File: src/rtl/sbus_encoder_tx.sv
// rtl/sbus_encoder_tx.sv - S.BUS 25-byte frame transmitter (100 kbaud 8E2) with fixed frame period
// SBUS_TX_INVERT_EN: when defined, txd uses native inverted S.BUS polarity (idle low).
module sbus_encoder_tx #(
  parameter int CLK_FREQ_HZ     = 50000000,
  parameter int BAUD            = 100000,
  parameter int FRAME_PERIOD_US = 14000
) (
  input  logic         clk,
  input  logic         reset_n,
  input  logic         enable,
  input  logic [175:0] ch_data,
  input  logic [3:0]   flags,
  output logic         txd,
  output logic         busy,
  output logic         frame_done
);
  localparam int DIV = CLK_FREQ_HZ / BAUD;
  localparam int FC  = (CLK_FREQ_HZ / 1000000) * FRAME_PERIOD_US;
  localparam int PW  = $clog2(FC);
  localparam int DW  = $clog2(DIV);
`ifdef SBUS_TX_INVERT_EN
  localparam logic INV = 1'b1;
`else
  localparam logic INV = 1'b0;
`endif
  localparam logic IDLE_LVL = ~INV;

  typedef enum logic [1:0] {S_IDLE, S_LOAD, S_SHIFT, S_DONE} state_t;

  state_t         r_state;
  logic [PW-1:0]  r_period;
  logic [DW-1:0]  r_div;
  logic [3:0]     r_bitcnt;
  logic [4:0]     r_idx;
  logic [175:0]   r_shadow;
  logic [3:0]     r_flags;
  logic [11:0]    r_word;
  logic           r_txd;
  logic           r_busy;
  logic           r_done;

  logic [207:0]   w_frame;
  logic [5:0]     w_idx_nxt;
  logic [7:0]     w_next_byte;
  logic [11:0]    w_next_word;
  logic           w_tick;

  // UART character, bit 0 transmitted first: start, d0..d7, even parity, two stops
  function automatic logic [11:0] frame_word(input logic [7:0] b);
    return {2'b11, ^b, b, 1'b0};
  endfunction

  // Byte k of the frame is w_frame[8k +: 8]; one spare pad byte keeps idx+1 in range
  assign w_frame     = {16'h0000, 4'h0, r_flags, r_shadow, 8'h0F};
  assign w_idx_nxt   = {1'b0, r_idx} + 6'd1;
  assign w_next_byte = w_frame[{w_idx_nxt, 3'b000} +: 8];
  assign w_next_word = frame_word(w_next_byte);
  assign w_tick      = enable && (r_period == PW'(FC - 1));

  always_ff @(posedge clk or negedge reset_n) begin
    if (!reset_n) begin
      r_state  <= S_IDLE;
      r_period <= '0;
      r_div    <= '0;
      r_bitcnt <= '0;
      r_idx    <= '0;
      r_shadow <= '0;
      r_flags  <= '0;
      r_word   <= '0;
      r_txd    <= IDLE_LVL;
      r_busy   <= 1'b0;
      r_done   <= 1'b0;
    end else begin
      r_done <= 1'b0;

      if (!enable || w_tick) r_period <= '0;
      else                   r_period <= r_period + 1'b1;

      case (r_state)
        S_IDLE: begin
          if (w_tick) r_state <= S_LOAD;
        end
        S_LOAD: begin
          r_shadow <= ch_data;
          r_flags  <= flags;
          r_idx    <= '0;
          r_div    <= '0;
          r_bitcnt <= '0;
          r_word   <= frame_word(8'h0F) >> 1;
          r_txd    <= frame_word(8'h0F) ^ {11'b0, INV} ? ((frame_word(8'h0F) & 12'h001) != 0) ^ INV : INV;
          r_busy   <= 1'b1;
          r_state  <= S_SHIFT;
        end
        S_SHIFT: begin
          if (r_div == DW'(DIV - 1)) begin
            r_div <= '0;
            if (r_bitcnt == 4'd11) begin
              if (r_idx == 5'd24) begin
                r_txd   <= IDLE_LVL;
                r_busy  <= 1'b0;
                r_done  <= 1'b1;
                r_state <= S_DONE;
              end else begin
                r_idx    <= w_idx_nxt[4:0];
                r_bitcnt <= '0;
                r_txd    <= w_next_word[0] ^ INV;
                r_word   <= w_next_word >> 1;
              end
            end else begin
              r_bitcnt <= r_bitcnt + 4'd1;
              r_txd    <= r_word[0] ^ INV;
              r_word   <= r_word >> 1;
            end
          end else begin
            r_div <= r_div + 1'b1;
          end
        end
        S_DONE: begin
          r_state <= S_IDLE;
        end
        default: r_state <= S_IDLE;
      endcase
    end
  end

  assign txd        = r_txd;
  assign busy       = r_busy;
  assign frame_done = r_done;

endmodule

File: config.mk
export PLATFORM = sky130hd
export DESIGN_NAME = sbus_encoder_tx
export DESIGN_NICKNAME = d
export VERILOG_FILES = /design/src/rtl/sbus_encoder_tx.sv
export SDC_FILE = /design/constraint.sdc
export NUM_CORES = 1
export LEC_CHECK = 0
export ABC_AREA = 0
export CORE_AREA = 2 2 181 183
export CTS_BUF_LIST = sky130_fd_sc_hd__clkbuf_16
export DETAILED_ROUTE_END_ITERATION = 8
export DIE_AREA = 0 0 183 185
export SETUP_SLACK_MARGIN = 0.15
export SLEW_MARGIN = 20
export SYNTH_ARGS = -nofsm -noshare
export SYNTH_HDL_FRONTEND = slang
export SYNTH_SLANG_ARGS = --single-unit
export TNS_END_PERCENT = 30
File: constraint.sdc
create_clock -name clk -period 5.1 [get_ports clk]
set_input_delay 0.51 -clock clk [delete_from_list [all_inputs] [get_ports clk]]
set_output_delay 0.51 -clock clk [all_outputs]
set_load 0.05 [all_outputs]
# Word level (Yosys, flattened, before mapping)
# Cells that the tools add are included.
[totals]
ff_bits = 235
input_bits = 183
output_inout_bits = 3
elab_cells = 71
[op_classes]
addsub = 4
n_eq_ne = 13
n_shift = 1
muxes = 31
n_reduce_logical = 11
[ops]
columns = ["cell", "n"]
rows = [
  ["indexed part select 208 x 10 -> 8 bit", 1],
  ["2-to-1 mux 12 bit", 3],
  ["case mux 12 bit (2 select lines)", 1],
  ["adder 20 x 1 -> 20 bit, second input constant", 1],
  ["== test 20 bit, second input constant", 1],
  ["2-to-1 mux 20 bit", 1],
  ["case mux 9 bit (2 select lines)", 1],
  ["2-to-1 mux 5 bit", 3],
  ["2-to-1 mux 4 bit", 3],
  ["AND reduction 4 bit", 3],
  ["!= test 2 bit, second input constant", 5],
  ["case mux 5 bit (2 select lines)", 1],
  ["adder 9 x 1 -> 9 bit, second input constant", 1],
  ["== test 9 bit, second input constant", 1],
  ["2-to-1 mux 1 bit", 9],
  ["2-to-1 mux 9 bit", 1],
  ["2-to-1 mux 2 bit", 4],
  ["case mux 2 bit (4 select lines)", 1],
  ["case mux 4 bit (2 select lines)", 1],
  ["XOR reduction 8 bit", 1],
  ["adder 5 x 1 -> 6 bit, second input constant", 1],
  ["== test 5 bit, second input constant", 1],
  ["adder 4 x 1 -> 4 bit, second input constant", 1],
  ["== test 2 bit, second input constant", 2],
  ["other kinds (11)", 12],
]

# Depth between registers and ports, before layout
[depth]
ltp_word = 7
depth_mapped = 13

# Least setup slack after synthesis
# OpenSTA, ideal clock, no wires.
[synth_timing]
path_type = "register -> register"
from = "register r_idx[0]"
to = "register r_idx[3]"
setup_time_ns = 0.129
t_arrival_ns = 2.122
t_required_ns = 4.971
slack_ns = 2.849
path_stages_with_launch = 14
n_path_buf = 3
synth_period_minus_slack_ns = 2.251
cell_sequence = "dfrtp_1 -> buf_6 -> buf_12 -> inv_1 -> ha_1 -> and4b_1 -> nand2b_1 -> and3_1 -> buf_4 -> nor2_2 -> a21oi_2 -> nand4_1 -> xor2_1 -> nor2_1"
[synth_via]
elab_chain_cells = 5
word_cells_on_any_way = 8
cone_classes = "1 x add/sub; 2 x eq/ne; 4 x mux; 1 x reduce/logical"
[synth_rtl]
columns = ["item", "line_no", "rtl"]
rows = [
  ["from (decl)", "34", "logic [4:0] r_idx;"],
  ["from (signal assigned)", "104", "r_idx <= w_idx_nxt[4:0];"],
  ["adder 5 x 1 -> 6 bit", "55", "assign w_idx_nxt = {1'b0, r_idx} + 6'd1;"],
  ["2-to-1 mux 5 bit", "98", "if (r_idx == 5'd24) begin"],
  ["2-to-1 mux 5 bit", "97", "if (r_bitcnt == 4'd11) begin"],
  ["2-to-1 mux 5 bit", "95", "if (r_div == DW'(DIV - 1)) begin"],
  ["case mux 5 bit (2 select lines)", "79", "case (r_state)"],
]
# Parallel ways exist; a longest one is shown, timed or not. The select of a mux whose other input is x is not followed.
# A chain may end at the register's enable or synchronous reset.

# Final worst setup path
[layout_timing]
from = "register r_idx[0]"
to = "register r_word[8]"
[layout_via]
elab_chain_cells = 7
word_cells_on_any_way = 10
cone_classes = "1 x add/sub; 2 x eq/ne; 1 x shift; 4 x mux; 2 x reduce/logical"
[layout_rtl]
columns = ["item", "line_no", "rtl"]
rows = [
  ["adder 5 x 1 -> 6 bit", "55", ""],
  ["indexed part select 208 x 10 -> 8 bit", "56", "assign w_next_byte = w_frame[{w_idx_nxt, 3'b000} +: 8];"],
  ["XOR reduction 8 bit", "50", "return {2'b11, ^b, b, 1'b0};"],
  ["2-to-1 mux 12 bit", "98", ""],
  ["2-to-1 mux 12 bit", "97", ""],
  ["2-to-1 mux 12 bit", "95", ""],
  ["case mux 12 bit (2 select lines)", "79", ""],
  ["to (signal assigned)", "89", "r_word <= frame_word(8'h0F) >> 1;"],
  ["to (signal assigned)", "107", "r_word <= w_next_word >> 1;"],
  ["to (signal assigned)", "112", "r_word <= r_word >> 1;"],
  ["to (decl)", "37", "logic [11:0] r_word;"],
]
# Parallel ways exist; a longest one is shown, timed or not. The select of a mux whose other input is x is not followed.

==> results.sh <==
export IMPL_avgSynthCellArea_sq_um=12.8
export IMPL_path_depth=9
export IMPL_routed_wl_um=27400
export IMPL_required_ns=5.49
export IMPL_cts_sinks=234
export IMPL_crit_fanout=45
export IMPL_path_clk_slew_ns=0.07
export IMPL_ys_seq_elements=234
export IMPL_cp_arrival_ns=3.53
export IMPL_synthMuxAreaShare=0.276
export IMPL_grt_pass1_wl_um=42800
export IMPL_cp_start_kind="flop"
export IMPL_synth_top_family_by_area="multiplexers"
export IMPL_row_count=66
export IMPL_synth_largest_area_cell="dfrtp_1"
export IMPL_peakVddDrop_uv=210
export IMPL_slew_viol_final=0
export IMPL_cts_root_buf="clkbuf_16"
export IMPL_period_minus_slack_ns=3.13
export IMPL_clock_tree_buffer_depth=3
export IMPL_post_cts_setup_buffers=0
export IMPL_drive_gt1_frac=0.241
export IMPL_cp_cell_sequence="buf_4 > mux2i_1 > a22oi_1 > nand4_1 > nand3_1 > xnor2_1 > xnor2_1 > xnor2_1 > o311ai_2"
export IMPL_cpMostUsedCell="xnor2_1"
export IMPL_preCtsSetupSlack_ns=1.89
export IMPL_wl_per_cell_um=18.8
export IMPL_cts_tree="built"
export IMPL_dr_total_vias=7280
export IMPL_max_slew_margin_rel=0.403
export IMPL_synth_compound_area_frac=0.0403
export IMPL_violations="hold timing"
export IMPL_ys_seq_area_frac=0.533
export IMPL_ctsHoldBuffers=0
export IMPL_netlist_top_cells_count="233 x dfrtp_1, 180 x mux2_2, 77 x mux2i_1"
export IMPL_grt_pass1_vias=7448
export IMPL_yosys_area_share_simple=0.0834
export IMPL_start_util=0.343
export IMPL_overflow=0
export IMPL_syn_area_sq_mm=0.0110
export IMPL_synthAdderAreaFrac=0.0102
export IMPL_antenna_found_initial=0
export IMPL_pwr_density_cell_mw_per_mm2=309
export IMPL_cts_resized_gates=0
export IMPL_synth_fp_nets=1049
export IMPL_hp_class="in -> async"
export IMPL_route_detailed_drc=0
export IMPL_antenna_left=0
export IMPL_worst_slack_ns=1.97
export IMPL_routed_via_density=5.00
export IMPL_dieArea_sq_mm=0.0339
export IMPL_p_leak_uw=0.00557
export IMPL_first_iter_violations=401
export IMPL_antenna_cells=0
export IMPL_yosysWarnings=0
export IMPL_track_usage=0.162
export IMPL_synth_area_leaders="dfrtp_1 53%, mux2_2 18%, mux2i_1 7.0%"
export IMPL_worstSetupPathType="reg -> reg"
export IMPL_grt_max_degree=129
export IMPL_cpLargestDelayFamily="flip-flops"
export IMPL_skew_ns=0.0221
export IMPL_clkLatencyLatePin_ns=0.54
export IMPL_dp_hpwl_um=19400
export IMPL_gp_congestion=0.812
export IMPL_die_w_um=183
export IMPL_reg2reg_depth=9
export IMPL_status="complete, but fails checks"
export IMPL_tns_ns=0
export IMPL_grt_setup_unrepaired="no"
export IMPL_htree_levels=1
export IMPL_setup_viol=0
export IMPL_ys_flop_type="dfrtp_1"
export IMPL_syn2layout_area_growth_pct=28.2
export IMPL_port_buffers=185
export IMPL_finalNetCount=1221
export IMPL_holdWs_ns=-0.00154
export IMPL_synthXorXnorAreaFrac=0.0271
export IMPL_synth_top_area_frac=0.530
export IMPL_fill_cells=2981
export IMPL_ys_async_sr_fraction=1.00
export IMPL_cpPeakStageDelay_ns=0.98
export IMPL_yosysMostFrequentCell="dfrtp_1"
export IMPL_slowest_stage="dfrtp_4"
export IMPL_syn_inst=857
export IMPL_cts_buffers=27
export IMPL_cp_end_kind="flop"
export IMPL_boundaryPins=186
export IMPL_fp_dieH_um=185
export IMPL_hold_violations=1
export IMPL_critPathBufInv=1
export IMPL_tightestPinTransition_ns=0.894
export IMPL_dr_pass1_iters=6
export IMPL_period_share=0.615
export IMPL_max_cap_viol_count=0
export IMPL_synth_edff_count=0
export IMPL_clock_fmax_ghz=0.319
export IMPL_synth_distinct_cells=48
export IMPL_core_sq_mm=0.0320
registers in the layout (all words and copies together), names as in the netlist:
name,count
busy,1
frame_done,1
r_bitcnt,4
r_div,9
r_flags,4
r_idx,5
r_period,20
r_shadow,176
r_state,2
r_word,11
txd,1
layout make-up:
type,instances,area [sq um],area share
flip-flops and latches,234,5860,0.416
multi-input cells,562,4820,0.342
repair buffers,192,1920,0.136
clock buffers,27,676,0.0479
well taps,408,510,0.0362
clock inverters,22,263,0.0186
inverters,12,45.0,0.00320
stage by stage:
stage,utilization,instance area (sq um),power [uW],hold WS (ns),instances
6_report,0.440,14100,4350,-0.00154,1457
5_1_grt,0.440,14100,4520,0.0935,1457
4_1_cts,0.440,14100,4400,0.0473,1457
3_5_place_dp,0.411,13200,2330,0.478,1408
3_3_place_gp,0.411,13200,2330,0.472,1408
2_1_floorplan,-,11000,2100,0.214,857
worst reg2reg max path, cell delays in order (launching register included):
cell      delay, ns
dfrtp_4        0.98
buf_4          0.66
mux2i_1        0.18
a22oi_1        0.25
nand4_1        0.18
nand3_1        0.20
xnor2_1        0.15
xnor2_1        0.15
xnor2_1        0.15
o311ai_2       0.09
metal layers:
| metal | routed length, um | global-route usage | part of all wire |
|---|---|---|---|
| met1 | 13400 | 0.239 | 0.49 |
| met2 | 12100 | 0.249 | 0.44 |
| met3 | 1410 | 0.0267 | 0.052 |
| met4 | 472 | 0.0371 | 0.017 |
| met5 | 0 | 0 | 0 |
cell usage in the layout, fill, tap and decap left out, types with 6 or more instances in the layout:
cell,netlist,final
dfrtp_1,233,232
clkdlybuf4s50_1,0,184
mux2_2,180,180
mux2i_1,77,77
nor2_1,58,58
nand2_1,39,39
nand3_1,30,30
clkbuf_16,0,27
a22oi_1,24,24
nand4_1,19,19
xnor2_1,18,18
xor2_1,16,16
inv_1,11,13
a21oi_1,9,9
mux4_2,8,8
ha_1,9,8
o21ai_1,7,7
clkinv_2,0,7
nand2b_1,6,6
nor2b_1,6,6
bufinv_16,0,6
buf_4,4,6
cells by family (layout without fill, tap and decap cells):
kind of cell,count (synthesis),after routing
adder cells (fa/ha/maj),9,9
flip-flops,234,234
XOR/XNOR,34,34
AND/OR/NAND/NOR,188,188
AO/OA/AOI/OAI,61,61
buffers and inverters,61,253
multiplexers,270,270
path summary, 6_finish.rpt:
check                                  from  slack (ns)            to
worst min register to register  r_period[0]        0.48   r_period[0]
worst min-delay path                reset_n      -0.002  r_shadow[23]
worst max register to register     r_idx[0]        1.97     r_word[8]
min in group clk                r_period[0]        0.48   r_period[0]
worst max-delay path               r_idx[0]        1.97     r_word[8]
max in group asynchronous           reset_n        3.88   r_period[7]
power breakdown:
| part | internal [uW] | total [uW] | switching, uW |
|---|---|---|---|
| combinational | 204 | 321 | 116 |
| sequential | 1930 | 1980 | 43.4 |
| clock | 1270 | 2050 | 787 |
| total | 3400 | 4350 | 947 |
No activity file was read; power rests on OpenSTA's default activity.
